==> src/rtl/pio_sm_datapath.sv <==
// Datapath of one PIO state machine: program counter, TX FIFO feeding the OSR, and RX FIFO.
// Define OSR_AUTOPULL_EN to let the OSR refill itself once its shift count reaches pull_thresh.

module pio_sm_pc (
    input  logic       clk,
    input  logic       rst,
    input  logic       pc_en_i,
    input  logic       jump_en_i,
    input  logic [4:0] jump_i,
    input  logic [4:0] wrap_top_i,
    input  logic [4:0] wrap_bottom_i,
    output logic [4:0] pc_o
);
    logic [4:0] pc_q, pc_d;

    always_comb begin
        pc_d = pc_q;
        if (pc_en_i) begin
            if (jump_en_i)                  pc_d = jump_i;
            else if (pc_q == wrap_bottom_i) pc_d = wrap_top_i;
            else                            pc_d = pc_q + 5'd1;
        end
    end

    always_ff @(posedge clk) begin
        if (rst) pc_q <= '0;
        else     pc_q <= pc_d;
    end

    assign pc_o = pc_q;
endmodule

module pio_sm_fifo #(
    parameter  int DEPTH = 4,
    parameter  int DW    = 32,
    localparam int AW    = $clog2(DEPTH)
) (
    input  logic          clk,
    input  logic          rst,
    input  logic          push_i,
    input  logic [DW-1:0] data_i,
    input  logic          pop_i,
    output logic [DW-1:0] data_o,
    output logic          full_o,
    output logic          empty_o,
    output logic [AW:0]   count_o
);
    localparam logic [AW:0] FULL_CNT = (AW+1)'(DEPTH);

    logic [DW-1:0] mem_q [DEPTH];
    logic [AW-1:0] wr_q, rd_q;
    logic [AW:0]   cnt_q;
    logic          push_ok, pop_ok;

    assign empty_o = (cnt_q == '0);
    assign full_o  = (cnt_q == FULL_CNT);
    assign pop_ok  = pop_i && !empty_o;
    // A full FIFO still accepts a push when the same cycle frees a slot.
    assign push_ok = push_i && (!full_o || pop_ok);

    always_ff @(posedge clk) begin
        if (rst) begin
            wr_q  <= '0;
            rd_q  <= '0;
            cnt_q <= '0;
        end else begin
            if (push_ok) wr_q <= wr_q + AW'(1);
            if (pop_ok)  rd_q <= rd_q + AW'(1);
            if (push_ok && !pop_ok)      cnt_q <= cnt_q + (AW+1)'(1);
            else if (pop_ok && !push_ok) cnt_q <= cnt_q - (AW+1)'(1);
        end
    end

    always_ff @(posedge clk) begin
        if (push_ok) mem_q[wr_q] <= data_i;
    end

    assign data_o  = empty_o ? '0 : mem_q[rd_q];
    assign count_o = cnt_q;
endmodule

module pio_sm_osr (
    input  logic        clk,
    input  logic        rst,
    input  logic [1:0]  mov_i,
    input  logic [31:0] mov_data_i,
    input  logic        pull_i,
    input  logic        shift_en_i,
    input  logic [4:0]  shift_count_i,
    input  logic        shiftdir_i,
    input  logic        autopull_i,
    input  logic [4:0]  pull_thresh_i,
    input  logic        tx_empty_i,
    input  logic [31:0] tx_head_i,
    output logic        tx_pop_o,
    output logic [31:0] osr_o,
    output logic [31:0] data_out_o,
    output logic [5:0]  shift_cnt_o,
    output logic        empty_o,
    output logic        pulled_o
);
    logic [31:0] osr_q, osr_d, dout_q, dout_d;
    logic [5:0]  cnt_q, cnt_d, thresh_eff, n;
    logic [6:0]  cnt_sum;
    logic        pulled_q, mov_ld, auto_req, pull_req, do_shift;

    assign thresh_eff = (pull_thresh_i == 5'd0) ? 6'd32 : {1'b0, pull_thresh_i};
    assign n          = (shift_count_i == 5'd0) ? 6'd32 : {1'b0, shift_count_i};
    assign empty_o    = (cnt_q >= thresh_eff);

`ifdef OSR_AUTOPULL_EN
    assign auto_req = autopull_i && empty_o;
`else
    logic unused_autopull;
    assign unused_autopull = autopull_i;
    assign auto_req        = 1'b0;
`endif

    // Priority: MOV load, then pull (even an unserviceable one), then shift.
    assign mov_ld   = (mov_i == 2'b01);
    assign pull_req = pull_i || auto_req;
    assign tx_pop_o = !mov_ld && pull_req && !tx_empty_i;
    assign do_shift = !mov_ld && !pull_req && shift_en_i;
    assign cnt_sum  = {1'b0, cnt_q} + {1'b0, n};

    always_comb begin
        osr_d  = osr_q;
        cnt_d  = cnt_q;
        dout_d = dout_q;
        if (mov_ld) begin
            osr_d = mov_data_i;
            cnt_d = '0;
        end else if (tx_pop_o) begin
            osr_d = tx_head_i;
            cnt_d = '0;
        end else if (do_shift) begin
            if (shiftdir_i) begin
                dout_d = osr_q & ~(32'hFFFF_FFFF << n);
                osr_d  = osr_q >> n;
            end else begin
                dout_d = osr_q >> (6'd32 - n);
                osr_d  = osr_q << n;
            end
            cnt_d = (cnt_sum > 7'd32) ? 6'd32 : cnt_sum[5:0];
        end
    end

    always_ff @(posedge clk) begin
        if (rst) begin
            osr_q    <= '0;
            dout_q   <= '0;
            cnt_q    <= 6'd32;
            pulled_q <= 1'b0;
        end else begin
            osr_q    <= osr_d;
            dout_q   <= dout_d;
            cnt_q    <= cnt_d;
            pulled_q <= tx_pop_o;
        end
    end

    assign osr_o       = osr_q;
    assign data_out_o  = dout_q;
    assign shift_cnt_o = cnt_q;
    assign pulled_o    = pulled_q;
endmodule

module pio_sm_datapath #(
    parameter int FIFO_DEPTH = 4
) (
    input  logic        clk,
    input  logic        rst,
    input  logic [4:0]  wrap_top,
    input  logic [4:0]  wrap_bottom,
    input  logic [4:0]  jump,
    input  logic        jump_en,
    input  logic        pc_en,
    output logic [4:0]  pc,
    input  logic        tx_push_en,
    input  logic [31:0] tx_data_in,
    output logic [1:0]  tx_status,
    output logic [2:0]  tx_fifo_count,
    input  logic        rx_push_en,
    input  logic [31:0] rx_data_in,
    input  logic        rx_pop_en,
    output logic [31:0] rx_data_out,
    output logic [1:0]  rx_status,
    output logic [2:0]  rx_fifo_count,
    input  logic [1:0]  osr_mov,
    input  logic [31:0] osr_mov_in,
    output logic [31:0] osr_mov_out,
    input  logic        osr_pull,
    input  logic        shift_en,
    input  logic [4:0]  shift_count,
    input  logic        shiftdir,
    input  logic        autopull,
    input  logic [4:0]  pull_thresh,
    output logic [31:0] osr_data_out,
    output logic [5:0]  osr_shift_cnt,
    output logic        osr_empty,
    output logic        osr_pulled
);
    logic        tx_pop, tx_full, tx_empty, rx_full, rx_empty;
    logic [31:0] tx_head;

    pio_sm_pc u_pc (
        .clk(clk), .rst(rst), .pc_en_i(pc_en), .jump_en_i(jump_en), .jump_i(jump),
        .wrap_top_i(wrap_top), .wrap_bottom_i(wrap_bottom), .pc_o(pc)
    );

    pio_sm_fifo #(.DEPTH(FIFO_DEPTH), .DW(32)) u_tx_fifo (
        .clk(clk), .rst(rst), .push_i(tx_push_en), .data_i(tx_data_in), .pop_i(tx_pop),
        .data_o(tx_head), .full_o(tx_full), .empty_o(tx_empty), .count_o(tx_fifo_count)
    );

    pio_sm_fifo #(.DEPTH(FIFO_DEPTH), .DW(32)) u_rx_fifo (
        .clk(clk), .rst(rst), .push_i(rx_push_en), .data_i(rx_data_in), .pop_i(rx_pop_en),
        .data_o(rx_data_out), .full_o(rx_full), .empty_o(rx_empty), .count_o(rx_fifo_count)
    );

    pio_sm_osr u_osr (
        .clk(clk), .rst(rst), .mov_i(osr_mov), .mov_data_i(osr_mov_in), .pull_i(osr_pull),
        .shift_en_i(shift_en), .shift_count_i(shift_count), .shiftdir_i(shiftdir),
        .autopull_i(autopull), .pull_thresh_i(pull_thresh), .tx_empty_i(tx_empty),
        .tx_head_i(tx_head), .tx_pop_o(tx_pop), .osr_o(osr_mov_out),
        .data_out_o(osr_data_out), .shift_cnt_o(osr_shift_cnt), .empty_o(osr_empty),
        .pulled_o(osr_pulled)
    );

    assign tx_status = {tx_full, tx_empty};
    assign rx_status = {rx_full, rx_empty};
endmodule

==> config.mk <==
export PLATFORM = sky130hd
export DESIGN_NAME = pio_sm_datapath
export DESIGN_NICKNAME = d
export VERILOG_FILES = /design/src/rtl/pio_sm_datapath.sv
export SDC_FILE = /design/constraint.sdc
export NUM_CORES = 1
export LEC_CHECK = 0
export ABC_AREA = 1
export CAP_MARGIN = 20
export CELL_PAD_IN_SITES_DETAIL_PLACEMENT = 1
export CELL_PAD_IN_SITES_GLOBAL_PLACEMENT = 2
export CORE_MARGIN = 2
export CORE_UTILIZATION = 30
export DETAILED_ROUTE_END_ITERATION = 6
export PLACE_DENSITY = 0.84
export SLEW_MARGIN = 10
export SYNTH_ARGS = -nofsm -noshare
export SYNTH_HDL_FRONTEND = slang
export SYNTH_SLANG_ARGS = --single-unit
export TNS_END_PERCENT = 5
==> constraint.sdc <==
create_clock -name clk -period 5.2 [get_ports clk]
set_clock_uncertainty 0.1 [all_clocks]
set_input_delay 0.78 -clock clk [delete_from_list [all_inputs] [get_ports clk]]
set_output_delay 0.78 -clock clk [all_outputs]
set_load 0.005 [all_outputs]
======== Yosys cells after proc, flatten, opt, wreduce, memory -nomap -nowiden ========
Memory sizes are Yosys's and may differ from the RTL's. A register that Yosys moved wholly into a read port is not among the register bits.
Index checks and enable logic that the tools add are counted.
word-level totals
  register bits after elaboration ......... 90
  RAM bits ................................ 256
  output and inout port bits .............. 119
  logic and storage cells ................. 99
  memories ................................ 2
memories
  memory           depth  width  rd ports  clocked after Yosys merged registers in  write ports  line  text
  u_rx_fifo.mem_q  4      32     1         1                                        1            50    logic [DW-1:0] mem_q [DEPTH];
  u_tx_fifo.mem_q  4      32     1         1                                        1            50
operators by class
  $add $sub $neg .......................... 11
  magnitude comparators ................... 2
  eq/ne operators ......................... 4
  shifts and indexed selects .............. 4
  multiplexer cells ....................... 27
  bitwise gates (word level) .............. 4
  reductions and logical operators ........ 33
operators with widths
  operator               count
  $mux 32                7
  $shr 32x6->32          2
  $mux 6                 6
  $and 32x32->32         1
  $not 32->32            1
  $shl 32x6->32          1
  $shl 32x6->32 const A  1
  $logic_and 1x1->1      12
  $mux 3                 4
  $logic_not 1->1        10
  $logic_not 5->1        2
  $mux 5                 2
  $add 2x1->2 const B    4
  $mux 2                 4
  $add 6x6->7            1
  $gt 7x6->1 const B     1
  $add 3x1->3 const B    2
  $eq 3x3->1 const B     2
  $ge 6x6->1             1
  $logic_not 3->1        2
  $sub 3x1->3 const B    2
  $sub 6x6->6 const A    1
  $add 5x1->5 const B    1
  $eq 5x5->1             1
  8 further kinds        14

======== Depth between registers and ports, before layout ========
  word-level depth ........................ 11
  mapped depth ............................ 21
  gate-level depth less buffers ........... 19

======== Modules after synthesis ========
Synthesis repeated with hierarchy kept, for this count alone.
unflattened totals
  cells, all modules ...................... 2596
  area total of the unflattened synthesis .. 19944.1 sq um
by module, submodules not included
  module           instances  cells an instance  area an instance (sq um)
  pio_sm_fifo      2          449                5459.0
  pio_sm_osr       1          1618               8546.9
  pio_sm_pc        1          76                 449.2
  pio_sm_datapath  1          4                  30.0

======== Worst setup path before layout ========
Ideal clock, no wire load.
  path kind ............................... input -> register
  start point ............................. input osr_mov[0]
  end point ............................... memory u_tx_fifo.mem_q[0][0], enable pin
  setup time .............................. 0.421 ns
  arrival ................................. 3.243 ns
  slack ................................... 1.436 ns
  stages on the path ...................... 9
  cells stage by stage .................... inv_1 -> nor2_1 -> nor3_1 -> buf_2 -> clkinv_1 -> clkbuf_1 -> nand2_1 -> nand2_1 -> nor2_1
between the ends
  longest elaborated chain between the ends .. 9
ends and longest elaborated chain
  element                          line  text
  from (decl)                      189   input logic [1:0] osr_mov,
  $eq 2x1->1                       120   assign mov_ld = (mov_i == 2'b01);
  $logic_not 1->1                  122   assign tx_pop_o = !mov_ld && pull_req && !tx_empty_i;
  $logic_and 1x1->1 (2 in series)  122
  $logic_and 1x1->1                57    assign pop_ok = pop_i && !empty_o;
  $logic_or 1x1->1                 59    assign push_ok = push_i && (!full_o || pop_ok);
  $logic_and 1x1->1                59
  $mux 1                           75    if (push_ok) mem_q[wr_q] <= data_i;
  $mux 1 (not written as such)     75
  to (decl)                        50
No other way between the ends.

======== Worst setup path in the final report ========
  start point ............................. input osr_mov[0]
  end point ............................... register u_osr.osr_q[31], in the netlist u_osr.osr_o[31]
between the ends
  longest elaborated chain between the ends .. 6
  elaborated cells on any way between the ends .. 9
ends and longest elaborated chain
  element                          line      text
  $eq 2x1->1 *                     120
  $logic_not 1->1                  122, 123
  $logic_and 1x1->1 (2 in series)  122
  $mux 32                          133       end else if (tx_pop_o) begin
  $mux 32                          130       if (mov_ld) begin
  to (signal assigned)             155       osr_q <= osr_d;
  to (decl)                        102       logic [31:0] osr_q, osr_d, dout_q, dout_d;
Every way passes the cells marked *; elsewhere a longest branch is shown, timed or not.
A chain may end at the register's enable or synchronous reset.

==> out/metrics.csv <==
metric;value;unit
CP max FO;42;
status;finished, final reports clean;
syn_area_per_cell;7.83;µm²
register area share after synthesis;49.1;%
r2r endpoint;u_osr.osr_o[31]$_SDFFE_PP0P_;
worst endpoint required time;5520;ps
total leakage power;9.35;nW
WHS Path Cells;2;
DRT Pass-1 Iters;5;
layout cell share with drive strength beyond 1;5.71;%
area delta synth->final;23.5;%
DIE AREA;67100;µm²
Slew HR;30.4;%
worst-margin pin slew;1040;ps
arrival time at the worst endpoint;4120;ps
Worst-path clk slew;60;ps
Post-Syn Instances;2492;
worst-case reg-to-reg path depth;11;
drt drc;0;
port buffer count;251;
Ports;253;
Final Wtd Congestion;0.976;
Hold WC Path Type;register to register;
post-CTS setup buffer count;0;
Synth cell types;46;
FP Rows;93;
critical path type;input pin to register;
fin crit share;73.0;%
HPWL after DPL;63200;µm
post-synthesis cell area;19500;µm²
first-pass GRT wire length;124000;µm
GRT Total Usage;24.7;%
CTS tree;built;
count of pins over their slew limit;0;
routed vias/inst;5.31;
Setup TNS;0;ps
register area;9570;µm²
critical hold path startpoint;u_tx_fifo.rd_q[1]$_SDFFE_PP0P_;
Yosys top cell by area;edfxtp_1;
Post-DRT Antenna Nets;0;
Area contributors post-synth;edfxtp_1, nand2_1, dfxtp_1;
WL/cell;23.8;µm
Net count, final;2844;
GR Layer Usage met3;4.14;%
final wirelength;85000;µm
worst reg2reg startpoint;u_tx_fifo.count_o[0]$_SDFFE_PP0P_;
die width;259;µm
Filler Cell Count;7723;
Initial Util;30.3;%
Fin. Hold Viols;0;
largest net degree at the start of global routing;65;
CTS sink cnt;350;
Yosys reg bits;350;
core area;64300;µm²
max_cap viols;0;
antenna violations before repair;8;
busiest grt layer;met2;
RSZ-0062 raised after global routing;false;
number of buffers created by CTS;39;
Setup Viol. Count Final;0;
EDFF count, synth;256;
area of the multi-input gates;8740;µm²
met2 Track Usage GR;39.7;%
achievable frequency;0.264;GHz
dominant synthesized flop cell;edfxtp_1;
Worst setup SP type;input pin;
Setup crit end kind;register;
VDD IR max;0.275;mV
vias after detailed routing;19000;
crit path time final;3790;ps
r2r setup slk;1860;ps
Skew-Pair Late Insertion Delay;570;ps
Synth async-reset ratio;0;%
overall power;9.48;mW
post-synth top area share;39.4;%
Synthesized Nets;2653;
DIE HEIGHT;259;µm
Clock Tree Root;clkbuf_16;
PD cells;394;nW/µm²
Synth Warn #;0;
clk buf depth;3;
global route total overflow;0;
drt initial violations;1495;
H-tree depth;2;
GR Util met1;33.6;%
hold-fix buffers at CTS;0;
# resized after CTS;0;
vias in the first global route;19100;
## layer usage
metal  vias to the layer above  part of all wire (%)
met1                      9304                    45
met4                         8                   3.6
met3                       118                   6.2
met5                         -                 0.068
met2                       587                    45
li1                       8939                     -
## cells in the final DEF (no fill, tap or decap), types with 16 or more instances in the layout
cell type,netlist,layout
a21oi_1,174,174
a221oi_1,16,16
a31oi_1,33,33
buf_4,12,58
clkbuf_16,0,39
clkdlybuf4s50_1,0,248
dfxtp_1,94,92
edfxtp_1,256,256
ha_1,25,25
inv_1,133,133
nand2_1,572,572
nand3_1,360,360
nor2_1,315,304
o211ai_1,20,20
o21ai_0,205,205
o21ai_1,42,42
## worst max-delay path by stage
stage | from | endpoint | slack [ps]
floorplan | osr_mov[0] | u_tx_fifo.mem_q[0][0]$_DFFE_PP_ | 1440
global placement | osr_mov[0] | u_osr.osr_o[30]$_SDFFE_PP0P_ | 850
detailed placement | osr_mov[0] | u_osr.osr_o[30]$_SDFFE_PP0P_ | 840
CTS | osr_mov[0] | u_osr.osr_o[31]$_SDFFE_PP0P_ | 1430
global route | osr_mov[0] | u_osr.osr_o[30]$_SDFFE_PP0P_ | 1100
finish | osr_mov[0] | u_osr.osr_o[31]$_SDFFE_PP0P_ | 1410
## logic make-up after synthesis
family	synth area share, %
AOI/OAI and AO/OA	14.4
xor gates and xnor gates	0.590
DFF	49.1
and+or+nand+nor	27.8
adders and majority gates	1.81
buffers and inverters	6.34
## worst max-delay path: stages
cell	delay, ps
clkdlybuf4s50_1	460
inv_1	40
nor2_2	70
buf_4	310
inv_1	120
nand3_1	90
buf_4	390
inv_1	80
buf_4	270
nor2_4	610
inv_1	340
o21ai_0	300
nor2_1	80
nand2_1	90
a21oi_1	60
## state kept, by name, indices dropped and copies added (netlist names), named ones only
| signal | cells |
|---|---|
| u_osr.pulled_o | 1 |
| u_rx_fifo.mem_q | 128 |
| u_osr.osr_o | 32 |
| u_osr.data_out_o | 32 |
| u_rx_fifo.count_o | 3 |
| u_tx_fifo.wr_q | 2 |
| u_tx_fifo.rd_q | 2 |
| u_tx_fifo.mem_q | 128 |
| u_pc.pc_o | 5 |
| u_tx_fifo.count_o | 3 |
| u_osr.shift_cnt_o | 6 |
| u_rx_fifo.wr_q | 2 |
| u_rx_fifo.rd_q | 2 |
## cell usage after synthesis (2+ instances only)
cell,count
nand2_1,572
nand3_1,360
nor2_1,315
edfxtp_1,256
o21ai_0,205
a21oi_1,174
inv_1,133
clkbuf_1,107
dfxtp_1,94
o21ai_1,42
a31oi_1,33
ha_1,25
buf_2,20
o211ai_1,20
buf_1,18
a221oi_1,16
buf_4,12
nand4_1,10
o221ai_1,10
nor3_1,8
xor2_1,8
inv_2,5
o22ai_1,5
buf_6,4
nand2_4,4
or2_1,4
nand2_2,3
nand3b_1,3
o21a_1,3
a211oi_1,2
a221o_1,2
clkinv_1,2
fa_1,2
or2_2,2
xnor2_1,2
## area by class of cell
cell class | count | share of cell area [%]
timing repair buffer | 311 | 12.3
clock inverter | 24 | 0.753
sequential | 350 | 39.7
antenna | 3 | 0.0312
multi-input combinational | 1840 | 36.3
clock buffer | 47 | 4.18
tap | 855 | 4.44
inverter | 141 | 2.21
## power by group
group | total, mW | internal (mW) | switching, mW
Combinational | 3.30 | 1.20 | 2.10
Sequential | 3.59 | 3.31 | 0.274
Clock | 2.58 | 1.45 | 1.14
## metrics by stage
step / std cells / hold slack [ps] / area (µm²) / setup slack (ps) / utilization (%)
floorplan: 2492 / 336 / 19500 / 1440 / -
global placement: 3495 / 347 / 22900 / 853 / 35.5
detailed placement: 3495 / 360 / 22900 / 843 / 35.5
CTS: 3566 / 375 / 24000 / 1430 / 37.4
global route: 3571 / 402 / 24100 / 1100 / 37.4
finish: 3571 / 373 / 24100 / 1410 / 37.4
No activity file was read; power rests on OpenSTA's default activity.
